[config.mk]
export PLATFORM = sky130hd
export DESIGN_NAME = ddr3_bank_sched
export DESIGN_NICKNAME = d
export VERILOG_FILES = /design/src/rtl/ddr3_bank_sched.sv
export SDC_FILE = /design/constraint.sdc
export NUM_CORES = 1
export LEC_CHECK = 0
export CAP_MARGIN = 20
export CORE_MARGIN = 2
export CORE_UTILIZATION = 36
export CTS_CLUSTER_DIAMETER = 80
export DETAILED_ROUTE_END_ITERATION = 10
export GPL_ROUTABILITY_DRIVEN = 0
export PLACE_DENSITY_LB_ADDON = 0.08
export SETUP_SLACK_MARGIN = 0.05
export SYNTH_ARGS = -nofsm -noshare
export SYNTH_HDL_FRONTEND = slang
export SYNTH_SLANG_ARGS = --single-unit
[constraint.sdc]
create_clock -name clock -period 5.3 [get_ports clock]
set_input_delay 1.06 -clock clock [delete_from_list [all_inputs] [get_ports clock]]
set_output_delay 1.06 -clock clock [all_outputs]
set_load 0.02 [all_outputs]
[src/rtl/ddr3_bank_sched.sv]
// Open-page DDR3 command scheduler. It tracks the open row of each bank and arbitrates the
// read and write ports. It sequences PRE/ACT/RD/WR commands and PRECHARGE-ALL/REFRESH to the DFI.
module ddr3_bank_sched #(
  parameter int         REQID         = 4,
  parameter int         DDR_ROW_BITS  = 13,
  parameter int         DDR_BANK_BITS = 3,
  parameter int         DDR_COL_BITS  = 10,
  parameter int         ADDRS         = DDR_ROW_BITS + DDR_BANK_BITS + DDR_COL_BITS - 3,
  parameter logic [2:0] CMD_ACTV      = 3'b011,
  parameter logic [2:0] CMD_READ      = 3'b101,
  parameter logic [2:0] CMD_WRIT      = 3'b100,
  parameter logic [2:0] CMD_PREC      = 3'b010,
  parameter logic [2:0] CMD_REFR      = 3'b001,
  parameter logic [2:0] CMD_NOOP      = 3'b111
) (
  input  logic                     clock,
  input  logic                     reset,
  input  logic                     mem_wrreq_i,
  input  logic [REQID-1:0]         mem_wrtid_i,
  input  logic [ADDRS-1:0]         mem_wradr_i,
  output logic                     mem_wrack_o,
  input  logic                     mem_rdreq_i,
  input  logic [REQID-1:0]         mem_rdtid_i,
  input  logic [ADDRS-1:0]         mem_rdadr_i,
  output logic                     mem_rdack_o,
  output logic                     ddl_req_o,
  input  logic                     ddl_rdy_i,
  input  logic                     ddl_ref_i,
  output logic [2:0]               ddl_cmd_o,
  output logic [REQID-1:0]         ddl_tid_o,
  output logic [DDR_BANK_BITS-1:0] ddl_ba_o,
  output logic [DDR_ROW_BITS-1:0]  ddl_adr_o
);

  localparam int BANKS = 2 ** DDR_BANK_BITS;
  localparam int CFW   = DDR_COL_BITS - 3;
  localparam logic [DDR_ROW_BITS-1:0] ADR_A10 = {{(DDR_ROW_BITS-11){1'b0}}, 1'b1, 10'b0000000000};

  typedef enum logic [2:0] {
    S_IDLE = 3'd0,
    S_PREC = 3'd1,
    S_ACTV = 3'd2,
    S_RDWR = 3'd3,
    S_PREA = 3'd4,
    S_REFR = 3'd5,
    S_REFW = 3'd6
  } state_t;

  state_t                   r_state;
  logic                     r_req;
  logic [2:0]               r_cmd;
  logic [REQID-1:0]         r_tid;
  logic [DDR_BANK_BITS-1:0] r_ba;
  logic [DDR_ROW_BITS-1:0]  r_adr;
  logic                     r_wrack;
  logic                     r_rdack;
  logic                     r_prefer_rd;
  logic                     r_req_wr;
  logic [DDR_ROW_BITS-1:0]  r_req_row;
  logic [CFW-1:0]           r_req_col;
  logic [REQID-1:0]         r_req_tid;
  logic [BANKS-1:0]         r_open;
  logic [DDR_ROW_BITS-1:0]  r_row [BANKS];

  logic [DDR_ROW_BITS-1:0]  w_wr_row, w_rd_row, w_sel_row;
  logic [DDR_BANK_BITS-1:0] w_wr_ba, w_rd_ba, w_sel_ba;
  logic [CFW-1:0]           w_wr_col, w_rd_col, w_sel_col;
  logic [REQID-1:0]         w_sel_tid;
  logic                     w_wr_hit, w_rd_hit, w_sel_hit, w_sel_open, w_sel_wr;
  logic                     w_any_req, w_xfer, w_ack_cycle;

  function automatic logic [DDR_ROW_BITS-1:0] col_adr(input logic [CFW-1:0] col);
    logic [DDR_ROW_BITS-1:0] a;
    a = {DDR_ROW_BITS{1'b0}};
    a[DDR_COL_BITS-1:3] = col;
    return a;
  endfunction

  assign w_wr_row    = mem_wradr_i[ADDRS-1 -: DDR_ROW_BITS];
  assign w_wr_ba     = mem_wradr_i[CFW +: DDR_BANK_BITS];
  assign w_wr_col    = mem_wradr_i[CFW-1:0];
  assign w_rd_row    = mem_rdadr_i[ADDRS-1 -: DDR_ROW_BITS];
  assign w_rd_ba     = mem_rdadr_i[CFW +: DDR_BANK_BITS];
  assign w_rd_col    = mem_rdadr_i[CFW-1:0];
  assign w_wr_hit    = r_open[w_wr_ba] && (r_row[w_wr_ba] == w_wr_row);
  assign w_rd_hit    = r_open[w_rd_ba] && (r_row[w_rd_ba] == w_rd_row);
  assign w_any_req   = mem_wrreq_i || mem_rdreq_i;
  assign w_xfer      = r_req && ddl_rdy_i;
  assign w_ack_cycle = r_wrack || r_rdack;

  // Port arbitration: lone requester, then the single row hit, then round-robin.
  always_comb begin
    w_sel_wr = 1'b0;
    if (mem_wrreq_i && !mem_rdreq_i) begin
      w_sel_wr = 1'b1;
    end else if (!mem_wrreq_i && mem_rdreq_i) begin
      w_sel_wr = 1'b0;
    end else if (w_wr_hit != w_rd_hit) begin
      w_sel_wr = w_wr_hit;
    end else begin
      w_sel_wr = !r_prefer_rd;
    end
  end

  // Fields of the selected request.
  always_comb begin
    w_sel_row  = w_rd_row;
    w_sel_ba   = w_rd_ba;
    w_sel_col  = w_rd_col;
    w_sel_tid  = mem_rdtid_i;
    w_sel_hit  = w_rd_hit;
    w_sel_open = r_open[w_rd_ba];
    if (w_sel_wr) begin
      w_sel_row  = w_wr_row;
      w_sel_ba   = w_wr_ba;
      w_sel_col  = w_wr_col;
      w_sel_tid  = mem_wrtid_i;
      w_sel_hit  = w_wr_hit;
      w_sel_open = r_open[w_wr_ba];
    end else begin
      w_sel_open = r_open[w_rd_ba];
    end
  end

  // Bank table follows accepted ACT, PRE and PREA commands.
  always_ff @(posedge clock) begin
    if (reset) begin
      r_open <= {BANKS{1'b0}};
      for (int i = 0; i < BANKS; i++) r_row[i] <= {DDR_ROW_BITS{1'b0}};
    end else if (w_xfer) begin
      case (r_state)
        S_ACTV: begin
          r_open[r_ba] <= 1'b1;
          r_row[r_ba]  <= r_req_row;
        end
        S_PREC:  r_open[r_ba] <= 1'b0;
        S_PREA:  r_open <= {BANKS{1'b0}};
        default: ;
      endcase
    end
  end

  // Command sequencer; every command field is registered and only advances on accept.
  always_ff @(posedge clock) begin
    if (reset) begin
      r_state     <= S_IDLE;
      r_req       <= 1'b0;
      r_cmd       <= CMD_NOOP;
      r_tid       <= {REQID{1'b0}};
      r_ba        <= {DDR_BANK_BITS{1'b0}};
      r_adr       <= {DDR_ROW_BITS{1'b0}};
      r_wrack     <= 1'b0;
      r_rdack     <= 1'b0;
      r_prefer_rd <= 1'b1;
      r_req_wr    <= 1'b0;
      r_req_row   <= {DDR_ROW_BITS{1'b0}};
      r_req_col   <= {CFW{1'b0}};
      r_req_tid   <= {REQID{1'b0}};
    end else begin
      r_wrack <= 1'b0;
      r_rdack <= 1'b0;
      case (r_state)
        S_IDLE: begin
          // The acked requester still holds its request this cycle, so stay put.
          if (!w_ack_cycle && ddl_ref_i) begin
            r_req <= 1'b1;
            r_tid <= {REQID{1'b0}};
            r_ba  <= {DDR_BANK_BITS{1'b0}};
            if (|r_open) begin
              r_state <= S_PREA;
              r_cmd   <= CMD_PREC;
              r_adr   <= ADR_A10;
            end else begin
              r_state <= S_REFR;
              r_cmd   <= CMD_REFR;
              r_adr   <= {DDR_ROW_BITS{1'b0}};
            end
          end else if (!w_ack_cycle && w_any_req) begin
            r_req_wr    <= w_sel_wr;
            r_req_row   <= w_sel_row;
            r_req_col   <= w_sel_col;
            r_req_tid   <= w_sel_tid;
            r_prefer_rd <= w_sel_wr;
            r_req       <= 1'b1;
            r_ba        <= w_sel_ba;
            if (w_sel_hit) begin
              r_state <= S_RDWR;
              r_cmd   <= w_sel_wr ? CMD_WRIT : CMD_READ;
              r_adr   <= col_adr(w_sel_col);
              r_tid   <= w_sel_tid;
            end else if (w_sel_open) begin
              r_state <= S_PREC;
              r_cmd   <= CMD_PREC;
              r_adr   <= {DDR_ROW_BITS{1'b0}};
              r_tid   <= {REQID{1'b0}};
            end else begin
              r_state <= S_ACTV;
              r_cmd   <= CMD_ACTV;
              r_adr   <= w_sel_row;
              r_tid   <= {REQID{1'b0}};
            end
          end
        end
        S_PREC: if (w_xfer) begin
          r_state <= S_ACTV;
          r_cmd   <= CMD_ACTV;
          r_adr   <= r_req_row;
        end
        S_ACTV: if (w_xfer) begin
          r_state <= S_RDWR;
          r_cmd   <= r_req_wr ? CMD_WRIT : CMD_READ;
          r_adr   <= col_adr(r_req_col);
          r_tid   <= r_req_tid;
        end
        S_RDWR: if (w_xfer) begin
          r_state <= S_IDLE;
          r_req   <= 1'b0;
          r_cmd   <= CMD_NOOP;
          r_tid   <= {REQID{1'b0}};
          r_ba    <= {DDR_BANK_BITS{1'b0}};
          r_adr   <= {DDR_ROW_BITS{1'b0}};
          r_wrack <= r_req_wr;
          r_rdack <= !r_req_wr;
        end
        S_PREA: if (w_xfer) begin
          r_state <= S_REFR;
          r_cmd   <= CMD_REFR;
          r_adr   <= {DDR_ROW_BITS{1'b0}};
        end
        S_REFR: if (w_xfer) begin
          r_state <= S_REFW;
          r_req   <= 1'b0;
          r_cmd   <= CMD_NOOP;
        end
        S_REFW: if (!ddl_ref_i) begin
          r_state <= S_IDLE;
        end
        default: begin
          r_state <= S_IDLE;
          r_req   <= 1'b0;
          r_cmd   <= CMD_NOOP;
        end
      endcase
    end
  end

  assign ddl_req_o   = r_req;
  assign ddl_cmd_o   = r_cmd;
  assign ddl_tid_o   = r_tid;
  assign ddl_ba_o    = r_ba;
  assign ddl_adr_o   = r_adr;
  assign mem_wrack_o = r_wrack;
  assign mem_rdack_o = r_rdack;

endmodule

==> results.sh <==
export IMPL_fmax_mhz=212
export IMPL_p_int_mw=2.67
export IMPL_grt_total_usage=0.230
export IMPL_async_flop_share=0
export IMPL_synth_edff_count=104
export IMPL_clk_latency_ns=0.43
export IMPL_start_util=0.369
export IMPL_first_iter_violations=597
export IMPL_drt_wl_total_um=30300
export IMPL_synthMostInstantiatedCell="and2_1"
export IMPL_grt_antenna_before_repair=0
export IMPL_finalNetCount=975
export IMPL_hold_path_class="register to register"
export IMPL_hp_start="r_prefer_rd$_SDFFE_PP1P_"
export IMPL_crit_chain="clkdlybuf4s50_1 > buf_4 > nor2_1 > a22o_1 > nor3_1 > nand4b_1 > or4bb_1 > a211oi_2 > o211ai_4 > buf_4 > mux2_1 > a22oi_1 > a21oi_1"
export IMPL_cts_buffers_inserted=17
export IMPL_synth_top_area_cell="edfxtp_1"
export IMPL_grt_first_pass_wirelength_um=45700
export IMPL_finalCritPeriodShare=0.890
export IMPL_avgSynthCellArea_um2=11.1
export IMPL_yosys_top_cells_area="edfxtp_1, dfxtp_1, mux4_2"
export IMPL_ys_types=59
export IMPL_postCtsSetupRepairBufs=0
export IMPL_drv_slew=0
export IMPL_die_area_mm2=0.0273
export IMPL_synth_seq_cells=167
export IMPL_routed_via_count=7256
export IMPL_synth_top_area_share=0.334
export IMPL_fin_skew_ns=0.0124
export IMPL_tightest_slew_ns=1.11
export IMPL_path_common_cell="buf_4"
export IMPL_rows=58
export IMPL_max_slew_margin=0.259
export IMPL_drc=0
export IMPL_crit_path_end_kind="register"
export IMPL_finalHoldViolations=0
export IMPL_portBuffers=85
export IMPL_grt_pass1_vias=7455
export IMPL_yosysWarnings=0
export IMPL_cts_root_buffer="clkbuf_16"
export IMPL_clkTransAtPathRegs_ns=0.06
export IMPL_overflow=0
export IMPL_maxCapViolations=0
export IMPL_areaGrowthSynthToFinish_pct=18.7
export IMPL_cts_resized=0
export IMPL_crit_type="input port to register"
export IMPL_setup_tns_ns=0
export IMPL_holdWs_ns=0.496
export IMPL_syn_nets=901
export IMPL_rsz0062_at_grt="false"
export IMPL_switching_share=0.364
export IMPL_synth_cells=841
export IMPL_cts_buffer_depth=2
export IMPL_power_frac_seq=0.431
export IMPL_worstHoldPathCells=2
export IMPL_cp_required_ns=5.57
export IMPL_crit_family="simple AND/OR/NAND/NOR gates"
export IMPL_wire_per_inst_um=24.1
export IMPL_dp_hpwl_um=21500
export IMPL_slowest_delay_ns=0.63
export IMPL_syn_area_mm2=0.00935
export IMPL_r2r_slack_ns=1.60
export IMPL_setup_viol=0
export IMPL_critPathBufInv=3
export IMPL_p_leak_nw=4.06
export IMPL_critPathMaxFanout=12
export IMPL_netlist_top_cells_count="and2_1, edfxtp_1, nor2_1, dfxtp_1, mux2i_1"
export IMPL_die_height_um=165
export IMPL_cts_tree="yes"
export IMPL_ir_drop_mv=0.220
export IMPL_ff2ff_path_depth=11
export IMPL_clock_sinks=167
export IMPL_switchingPower_mw=1.53
export IMPL_firstDrtPassIters=5
export IMPL_h_tree_depth=4
export IMPL_p_per_area_mw_per_mm2=378
export IMPL_clockPowerShare=0.278
export IMPL_grt_max_degree=56
export IMPL_design_core_area_mm2=0.0253
export IMPL_r2r_start="r_row[6][1]$_SDFFCE_PN0P_"
export IMPL_hold_end="r_prefer_rd$_SDFFE_PP1P_"
export IMPL_ys_seq_area_frac=0.469
export IMPL_power_frac_comb=0.292
export IMPL_slowest_stage="or4bb_1"
export IMPL_yosys_most_used_dff="edfxtp_1"
export IMPL_cts_hold_buf=0
export IMPL_outcome="finished, final reports clean"
export IMPL_antenna_left=0
export IMPL_drive_gt1_frac=0.148
export IMPL_die_x_um=165
export IMPL_diodes=0
export IMPL_cp_data_arrival_time_ns=4.99
export IMPL_r2r_end="ddl_tid_o[2]$_SDFFE_PP0P_"
export IMPL_min_period_ns=4.71
export IMPL_cp_start_kind="input port"
export IMPL_vias_per_cell=5.77
export IMPL_io_pins=86
[worst max-delay path by stage]
stage                    from                         to  slack, ns  cells after the start
3_3_place_gp   mem_wradr_i[8]  ddl_tid_o[0]$_SDFFE_PP0P_       0.29                     13
5_1_grt        mem_wradr_i[8]  ddl_tid_o[0]$_SDFFE_PP0P_       0.41                     13
4_1_cts        mem_wradr_i[8]  ddl_tid_o[2]$_SDFFE_PP0P_       0.63                     13
6_report       mem_wradr_i[8]  ddl_tid_o[2]$_SDFFE_PP0P_       0.59                     13
2_1_floorplan  mem_wradr_i[7]  ddl_tid_o[0]$_SDFFE_PP0P_       1.26                     13
3_5_place_dp   mem_wradr_i[8]  ddl_tid_o[2]$_SDFFE_PP0P_       0.19                     13
[final cells by class]
class | instances | area [um2]
fill | 2356 | 14200
sequential | 167 | 4380
multi-input combinational | 610 | 4680
tap | 330 | 413
clock buffer | 17 | 425
timing repair buffer | 114 | 1050
inverter | 5 | 18.8
clock inverter | 15 | 121
[worst min-delay path, stage by stage (launching register included)]
cell     delay, ns
dfxtp_1       0.34
a21oi_1       0.06
o21ai_0       0.06
[cell usage in the layout, fill, tap and decap left out, types with 5 or more instances in the layout]
cell type,count
or2_2,10
and3_1,16
mux2_2,19
xor2_1,17
nor2_1,67
mux4_2,34
inv_1,5
mux2_1,14
and2_1,111
nor3_1,23
nor4_1,7
buf_4,29
clkbuf_16,17
a221oi_1,13
o22ai_1,8
o32ai_1,5
nand2_1,25
o21a_1,9
clkdlybuf4s50_1,82
nand4_1,12
a211oi_1,15
o21ai_0,35
nor2b_1,6
dfxtp_1,63
a22oi_1,20
edfxtp_1,104
nand3_1,6
mux2i_1,55
a21oi_1,31
[cells by family (layout without fill, tap and decap cells)]
kind of cell / count (synthesis) / count (layout) / synth area share
XOR/XNOR: 20 / 20 / 0.0187
multiplexers: 123 / 123 / 0.182
buffers and inverters: 64 / 151 / 0.0326
AO/OA/AOI/OAI: 161 / 161 / 0.116
AND/OR/NAND/NOR: 306 / 306 / 0.182
flip-flops: 167 / 167 / 0.469
[flip-flops by register name (all words and copies together) (netlist names)]
| name | cells |
|---|---|
| r_req_row | 13 |
| mem_rdack_o | 1 |
| ddl_ba_o | 3 |
| r_state | 3 |
| r_row | 104 |
| r_req_wr | 1 |
| r_req_col | 7 |
| ddl_cmd_o | 3 |
| r_prefer_rd | 1 |
| ddl_req_o | 1 |
| ddl_tid_o | 4 |
| ddl_adr_o | 13 |
| mem_wrack_o | 1 |
| r_req_tid | 4 |
| r_open | 8 |
[layer usage]
| metal | part of all wire | up-vias | global-route usage |
|---|---|---|---|
| met3 | 0.056 | 33 | 0.0372 |
| met4 | 0.017 | 0 | 0.0545 |
| met2 | 0.47 | 248 | 0.370 |
| met5 | 0 | - | 0 |
| met1 | 0.46 | 3655 | 0.324 |
| li1 | - | 3320 | - |
[per-stage QoR]
step / setup WS, ns / instance area (um2) / total power, mW / utilization / cells
2_1_floorplan: 1.26 / 9350 / 2.53 / - / 841
3_5_place_dp: 0.190 / 10600 / 3.05 / 0.417 / 1226
4_1_cts: 0.627 / 11100 / 4.20 / 0.438 / 1258
5_1_grt: 0.414 / 11100 / 4.41 / 0.438 / 1258
3_3_place_gp: 0.293 / 10600 / 3.03 / 0.417 / 1226
6_report: 0.585 / 11100 / 4.20 / 0.438 / 1258
[power groups by stage]
stage	registers, mW	clock network (mW)	logic [mW]
4_1_cts	1.81	1.18	1.22
5_1_grt	1.84	1.24	1.33
6_report	1.81	1.16	1.22
2_1_floorplan	1.76	0	0.772
3_5_place_dp	1.83	0	1.21
3_3_place_gp	1.83	0	1.20
(Power assumes the default switching activity.)
